--- config.mk ---
export PLATFORM = sky130hd
export DESIGN_NAME = jk_updown_counter
export DESIGN_NICKNAME = d
export VERILOG_FILES = /design/src/rtl/jk_updown_counter_pkg.sv /design/src/rtl/jk_updown_counter_ff.sv /design/src/rtl/jk_updown_counter_next.sv /design/src/rtl/jk_updown_counter.sv
export SDC_FILE = /design/constraint.sdc
export NUM_CORES = 1
export LEC_CHECK = 0
export CORE_AREA = 3 3 40 42
export CTS_CLUSTER_DIAMETER = 60
export DETAILED_ROUTE_END_ITERATION = 8
export DIE_AREA = 0 0 43 45
export PLACE_DENSITY = 0.74
export REMOVE_ABC_BUFFERS = 1
export SKIP_LAST_GASP = 1
export SLEW_MARGIN = 20
export SYNTH_ARGS = -nofsm -noshare
export SYNTH_HDL_FRONTEND = slang
export SYNTH_SLANG_ARGS = --single-unit
export TNS_END_PERCENT = 100
--- constraint.sdc ---
create_clock -name clk -period 2.35 [get_ports clk]
set_clock_uncertainty 0.05 [all_clocks]
set_input_delay 0.3525 -clock clk [delete_from_list [all_inputs] [get_ports clk]]
set_output_delay 0.3525 -clock clk [all_outputs]
set_load 0.02 [all_outputs]
--- src/rtl/jk_updown_counter_pkg.sv ---
// Shared definitions for the JK up/down counter: JK drive encodings and default geometry.
package jk_updown_counter_pkg;

  localparam logic [1:0] JK_HOLD   = 2'b00;
  localparam logic [1:0] JK_RESET  = 2'b01;
  localparam logic [1:0] JK_SET    = 2'b10;
  localparam logic [1:0] JK_TOGGLE = 2'b11;

  localparam int DEFAULT_WIDTH   = 4;
  localparam int DEFAULT_MODULUS = 10;

endpackage

--- src/rtl/jk_updown_counter_ff.sv ---
// Single JK flip-flop stage with synchronous active-high clear; q_bar is always the complement of q.
module JK_FF
  import jk_updown_counter_pkg::*;
(
  output logic q,
  output logic q_bar,
  input  logic clear,
  input  logic clk,
  input  logic j,
  input  logic k
);

  always_ff @(posedge clk) begin
    if (clear) begin
      q <= 1'b0;
    end else begin
      case ({j, k})
        JK_SET:    q <= 1'b1;
        JK_RESET:  q <= 1'b0;
        JK_TOGGLE: q <= ~q;
        default:   q <= q;
      endcase
    end
  end

  assign q_bar = ~q;

endmodule

--- src/rtl/jk_updown_counter_next.sv ---
// Combinational next-count and J/K drive for the mod-MODULUS counter; only hold or toggle is ever driven.
module jk_next_state
  import jk_updown_counter_pkg::*;
#(
  parameter int WIDTH   = DEFAULT_WIDTH,
  parameter int MODULUS = DEFAULT_MODULUS
) (
  input  logic [WIDTH-1:0] count,
  input  logic             en,
  input  logic             up,
  input  logic             load,
  input  logic [WIDTH-1:0] load_val,
  output logic [WIDTH-1:0] next,
  output logic [WIDTH-1:0] j,
  output logic [WIDTH-1:0] k,
  output logic             tc
);

  // One extra bit so MODULUS == 2**WIDTH still compares correctly.
  localparam logic [WIDTH:0]   MOD_EXT = (WIDTH+1)'(MODULUS);
  localparam logic [WIDTH-1:0] MAX_VAL = WIDTH'(MODULUS - 1);

  logic at_max;
  logic at_zero;
  logic out_of_range;

  assign at_max       = (count == MAX_VAL);
  assign at_zero      = (count == '0);
  assign out_of_range = ({1'b0, count} >= MOD_EXT);

  always_comb begin
    next = count;
    if (load) begin
      next = ({1'b0, load_val} >= MOD_EXT) ? MAX_VAL : load_val;
    end else if (en) begin
      if (out_of_range) begin
        next = '0;
      end else if (up) begin
        next = at_max ? '0 : count + WIDTH'(1);
      end else begin
        next = at_zero ? MAX_VAL : count - WIDTH'(1);
      end
    end
  end

  always_comb begin
    j = '0;
    k = '0;
    for (int i = 0; i < WIDTH; i++) begin
      {j[i], k[i]} = (next[i] != count[i]) ? JK_TOGGLE : JK_HOLD;
    end
  end

  assign tc = en & ~load & ((up & at_max) | (~up & at_zero));

endmodule

--- src/rtl/jk_updown_counter.sv ---
// Mod-MODULUS up/down counter: one JK_FF per bit, driven by jk_next_state; the flops are the only state.
module jk_updown_counter
  import jk_updown_counter_pkg::*;
#(
  parameter int WIDTH   = DEFAULT_WIDTH,
  parameter int MODULUS = DEFAULT_MODULUS
) (
  input  logic             clk,
  input  logic             clear,
  input  logic             en,
  input  logic             up,
  input  logic             load,
  input  logic [WIDTH-1:0] load_val,
  output logic [WIDTH-1:0] count,
  output logic [WIDTH-1:0] count_n,
  output logic             tc
);

  logic [WIDTH-1:0] next;
  logic [WIDTH-1:0] j_drive;
  logic [WIDTH-1:0] k_drive;
  logic             tc_raw;

  jk_next_state #(
    .WIDTH  (WIDTH),
    .MODULUS(MODULUS)
  ) u_next (
    .count   (count),
    .en      (en),
    .up      (up),
    .load    (load),
    .load_val(load_val),
    .next    (next),
    .j       (j_drive),
    .k       (k_drive),
    .tc      (tc_raw)
  );

  for (genvar i = 0; i < WIDTH; i++) begin : g_bit
    JK_FF u_ff (
      .q    (count[i]),
      .q_bar(count_n[i]),
      .clear(clear),
      .clk  (clk),
      .j    (j_drive[i]),
      .k    (k_drive[i])
    );
  end

  assign tc = tc_raw & ~clear;

  // The JK stages must land exactly on the value the helper asked for.
  a_next_tracks: assert property (@(posedge clk) !clear |=> count == $past(next));

endmodule
== Word-level counts from Yosys, hierarchy flattened ==
Index checks and enable logic that the tools add are counted.

* Flip-flop bits (word level): 4
* Latch bits: 0
* Bits in writable memories: 0
* Bits in read-only memories: 0
* Bits of input ports: 9
* Output and inout bits: 9
* Word-level logic and storage cells: 58
* Memories kept: 0

* Add/subtract/negate cells: 2
* Multipliers: 0
* Div/mod/pow operators: 0
* Order comparisons: 2
* Eq/ne operators: 17
* Shift operators: 0
* Mux-type cells: 15
* Bitwise logic cells: 13
* Reductions and logical operators: 5

{| class="wikitable"
|+ Operators by type and width
! kind !! number
|-
| 4-bit 2-to-1 mux || 7
|-
| 2-bit == test, second input constant || 8
|-
| 1-bit case mux with 3 select lines || 4
|-
| 3-bit nonzero test || 4
|-
| 2-bit by 1-bit == test with 1-bit output, second input constant || 4
|-
| 4-bit >= comparator, second input constant || 2
|-
| 2-bit 2-to-1 mux || 4
|-
| 1-bit NOT || 7
|-
| 1-bit AND || 5
|-
| 4-bit by 1-bit adder with 4-bit output, second input constant || 1
|-
| 4-bit == test, second input constant || 1
|-
| 4-bit logical NOT || 1
|-
| 1-bit inequality test || 4
|-
| 4-bit by 1-bit subtractor with 4-bit output, second input constant || 1
|-
| 1-bit bitwise OR || 1
|}

== Depth between registers and ports, before layout ==
* Depth after elaboration: 10
* Mapped depth: 10
* Gate-level depth less buffers: 10

== Modules after synthesis ==
From an unflattened synthesis, not the netlist that was laid out.

* Cell total of the unflattened synthesis: 79
* Area total of the unflattened synthesis: 590.6 sq um

{| class="wikitable"
|+ By module, submodules not included
! module !! times used !! cells each !! area each (sq um) !! seq. area each (sq um)
|-
| jk_next_state || 1 || 62 || 436.7 || 0.0
|-
| JK_FF || 4 || 4 || 35.0 || 20.0
|-
| jk_updown_counter || 1 || 1 || 13.8 || 0.0
|}

== Least setup slack after synthesis ==
No wires, ideal clock.

* Path kind: register to register
* Start: reg g_bit[0].u_ff.q
* End: reg g_bit[0].u_ff.q
* Setup time: 114 ps
* Arrival time: 1914 ps
* Data required time: 2186 ps
* Slack: 272 ps
* Stages on the path, launching flop included: 11
* Buffers on the path: 0
* Period minus slack after synthesis: 2078 ps
* Cell sequence: dfxtp_1 > inv_1 > ha_1 > or4b_4 > nand2_1 > nand3_1 > a32o_1 > ha_1 > nor2_1 > a21oi_1 > nor2_1

* Elaborated cells between the ends (all ways): 19
* Classes of those cells: add/sub (2); order compare (1); eq/ne (5); mux (8); bitwise (1); reduce/logical (2)

{| class="wikitable"
|+ RTL lines
! item !! line !! source
|-
| from (decl) || jk_updown_counter_ff.sv:5 || <nowiki>output logic q,</nowiki>
|-
| from (signal assigned) || jk_updown_counter_ff.sv:20 || <nowiki>JK_TOGGLE: q <= ~q;</nowiki>
|-
| from (signal assigned) || jk_updown_counter_ff.sv:21 || <nowiki>default: q <= q;</nowiki>
|-
| 1-bit NOT || n/a ||
|-
| via g_bit[0].u_ff.q_bar || jk_updown_counter_ff.sv:6 || <nowiki>output logic q_bar,</nowiki>
|-
| 1-bit case mux with 3 select lines || jk_updown_counter_ff.sv:17 || <nowiki>case ({j, k})</nowiki>
|}

The timed path passes the listed nets, and every way through them passes these cells.
A chain may end at the register's enable or synchronous reset.

== Worst setup path in the final report ==
* Start: in up
* End: reg g_bit[2].u_ff.q

* Longest elaborated chain between the ends: 8
* Elaborated cells between the ends (all ways): 11
* Classes of those cells: eq/ne (4); mux (6); reduce/logical (1)

{| class="wikitable"
|+ Ends and longest elaborated chain
! item !! line !! source
|-
| from (decl) || jk_updown_counter.sv:11 || <nowiki>input logic up,</nowiki>
|-
| 4-bit 2-to-1 mux * || jk_updown_counter_next.sv:38 || <nowiki>end else if (up) begin</nowiki>
|-
| 4-bit 2-to-1 mux * || jk_updown_counter_next.sv:36 || <nowiki>if (out_of_range) begin</nowiki>
|-
| 4-bit 2-to-1 mux * || jk_updown_counter_next.sv:35 || <nowiki>end else if (en) begin</nowiki>
|-
| 4-bit 2-to-1 mux * || jk_updown_counter_next.sv:33 || <nowiki>if (load) begin</nowiki>
|-
| 1-bit inequality test * || jk_updown_counter_next.sv:50 || <nowiki>{j[i], k[i]} = (next[i] != count[i]) ? JK_TOGGLE : JK_HOLD;</nowiki>
|-
| 2-bit 2-to-1 mux * || jk_updown_counter_next.sv:50 ||
|-
| 2-bit == test / 2-bit by 1-bit == test with 1-bit output (equally long branches) || jk_updown_counter_ff.sv:17 ||
|-
| 1-bit case mux with 3 select lines / 3-bit nonzero test (equally long branches) || n/a ||
|-
| to (signal assigned) || jk_updown_counter_ff.sv:20 ||
|-
| to (signal assigned) || jk_updown_counter_ff.sv:21 ||
|-
| to (decl) || jk_updown_counter_ff.sv:5 ||
|}

Every way passes the cells marked *; elsewhere a longest branch is shown, timed or not.

==> metrics.txt <==
outcome finished clean; initial antenna violation count 0; number of distinct library cells after synthesis 25; CP required 2.42 ns; share of flip-flops with an asynchronous set or reset 0; CTS hold repair buffers 0; 1st-iter DRT viols 19; WL per Instance 11.5 um; synth warn 0; Nets 117; Area growth, synth to finish 38.6%; Hold Startpoint g_bit[2].u_ff.q; fill count 109; part of the cycle the worst path needs 0.931; slew at the pin with the worst max-slew slack 0.249 ns; Reg with most FFs g_bit.u_ff.q; DR pass1 iterations 4; CP startpoint kind input port; Num CTS Buffers 3; f_max 457 MHz; Largest register FFs 4; number of synthesized flops with an enable pin 0; Syn Std Cell Area 561 um2; pin count of the biggest net entering global routing 10; CP Class in -> reg; CP Data Arrival Time 2.26 ns; leakage 0.364 nW; Top Registers g_bit.u_ff.q x4; Metal-1 WL 603 um; Hold Crit Depth 2; TritonCTS clock tree built; first-pass GRT wire length 2310 um; mean number of vias per cell 5.06; most frequent cells in the layout 16 x clkdlybuf4s50_1, 13 x nor2_1, 12 x buf_4; Hold Path End g_bit[2].u_ff.q; post-DP HPWL 1050 um; Final min period 2.19 ns; Total GRT Usage 0.152; Synth Flop Type dfxtp_1; worst hold slack 0.544 ns; vias in the first global route 563; combinational power share 0.753; Setup violations, final 0; MaxCap Viol Count 0; num rows 13; R2R depth 10; clk root buf clkbuf_4; Multi-input gate area 370 um2; CTS clock-pin slew for the worst setup and hold paths 0.04 ns; top routing layer in use met3; # diodes 0; met3 routed WL 52 um; register area share after synthesis 0.143; final RePlAce weighted congestion 0.836; PwrDens 1150 mW/mm2; floorplan die area 0.00194 mm2; # Post-CTS Setup Buffers 0; I/O Buffers 17; via count 572; CP Max Fanout 5; Min-Delay Path Class reg -> reg; final hold violations 0; H-tree levels 1; Crit. End Element flip-flop; worst reg2reg setup slack 0.19 ns; Switch Pwr 0.000407 W; RR Startpoint g_bit[1].u_ff.q; clock group share of total power 0.096; Overflow after GRT 0; setup total negative slack 0 ns; Pint 0.000484 W; Sw Ratio 0.456; sequential share of power 0.151; RSZ-0062 raised after global routing no; Cells after Synth 77; #FFs+latches synth 4; maximum vdd drop 0.000681 V; Synth Area per Inst 7.28 um2; Storage cell area 80.1 um2; reg2reg end g_bit[0].u_ff.q; clk sink count 4; Starting Density 0.436; final WL 1300 um; die extent in y 45 um; Rel. slew slack 0.832; layout cell share with drive strength beyond 1 0.184; met2 wire length 647 um; core area 0.00128 mm2; Die X 43 um; # DRC 0; Clock Tree Buf Depth 2; final core utilization 0.605; Ports 18; post-route ant nets 0; clk_lat worst skew 0.23 ns; Final Max Slew Viols 0; most common cell after layout, fill and taps aside clkdlybuf4s50_1
-- layout make-up --
class | instances | share of cell area
inverter | 7 | 0.0338
sequential | 4 | 0.103
multi-input combinational | 55 | 0.477
tap | 15 | 0.0242
timing repair buffer | 29 | 0.333
clock buffer | 3 | 0.0290
-- worst max-delay path, cell delays in order --
cell and delay (ns):
clkdlybuf4s50_1 0.47, buf_4 0.16, buf_4 0.13, and2_1 0.14
o21ai_0 0.17, nand4_1 0.12, a22o_1 0.22, ha_1 0.28
nor2_1 0.05, a21oi_1 0.11, nor2_1 0.05
-- cell usage after synthesis (2+ instances only) --
| library cell | n | area (um2) |
|---|---|---|
| nor2_1 | 13 | 48.8 |
| buf_4 | 9 | 67.6 |
| ha_1 | 8 | 100 |
| a21oi_1 | 7 | 35.0 |
| inv_1 | 7 | 26.3 |
| o21ai_0 | 6 | 30.0 |
| dfxtp_1 | 4 | 80.1 |
| nand4_1 | 3 | 18.8 |
| a211o_2 | 2 | 20.0 |
| nand2_1 | 2 | 7.51 |
| nand3_1 | 2 | 10.0 |
-- power groups by stage --
stage | registers, W | logic, W | clock network [W]
6_report | 0.000135 | 0.000671 | 0.0000856
5_1_grt | 0.000139 | 0.000747 | 0.0000917
4_1_cts | 0.000135 | 0.000676 | 0.0000900
3_5_place_dp | 0.000136 | 0.000672 | 0
3_3_place_gp | 0.000134 | 0.000664 | 0
2_1_floorplan | 0.000205 | 0.000320 | 0
-- worst max path at each step --
stage / startpoint / end / slack [ns] / depth (start not counted)
after global placement: up / tc / -0.07 / 5
final: up / g_bit[2].u_ff.q / 0.16 / 11
after floorplan: g_bit[1].u_ff.q / g_bit[3].u_ff.q / -0.006 / 10
after global routing: up / g_bit[2].u_ff.q / 0.01 / 11
after CTS: up / g_bit[2].u_ff.q / 0.16 / 11
after detailed placement: up / tc / -0.06 / 5
-- per-stage QoR --
| step | total power [W] | cell area (um2) | setup slack, ns | cells |
|---|---|---|---|---|
| 6_report | 0.000891 | 777 | 0.161 | 113 |
| 5_1_grt | 0.000978 | 777 | 0.0112 | 113 |
| 4_1_cts | 0.000900 | 777 | 0.163 | 113 |
| 3_5_place_dp | 0.000807 | 756 | -0.0593 | 110 |
| 3_3_place_gp | 0.000798 | 756 | -0.0746 | 110 |
| 2_1_floorplan | 0.000525 | 477 | -0.00605 | 66 |
-- kinds of logic (layout without fill, tap and decap cells) --
family,Yosys count,in the layout,synth area share
adder cells (fa/ha/maj),8,8,0.179
AO/OA/AOI/OAI,21,21,0.246
flip-flops,4,4,0.143
buffers and inverters,18,39,0.196
AND/OR/NAND/NOR,26,26,0.237
-- layer usage --
| layer | track usage | vias to the layer above |
|---|---|---|
| met5 | 0 | - |
| met4 | 0.0361 | 0 |
| met3 | 0.0120 | 0 |
| met2 | 0.269 | 15 |
| met1 | 0.202 | 249 |
| li1 | - | 308 |
-- timing repair --
action,4_1_cts,5_1_grt
setup endpoints to repair,1,1
cloned,0,0
gates resized for setup,1,1
Power figures use the tool's default switching activity.
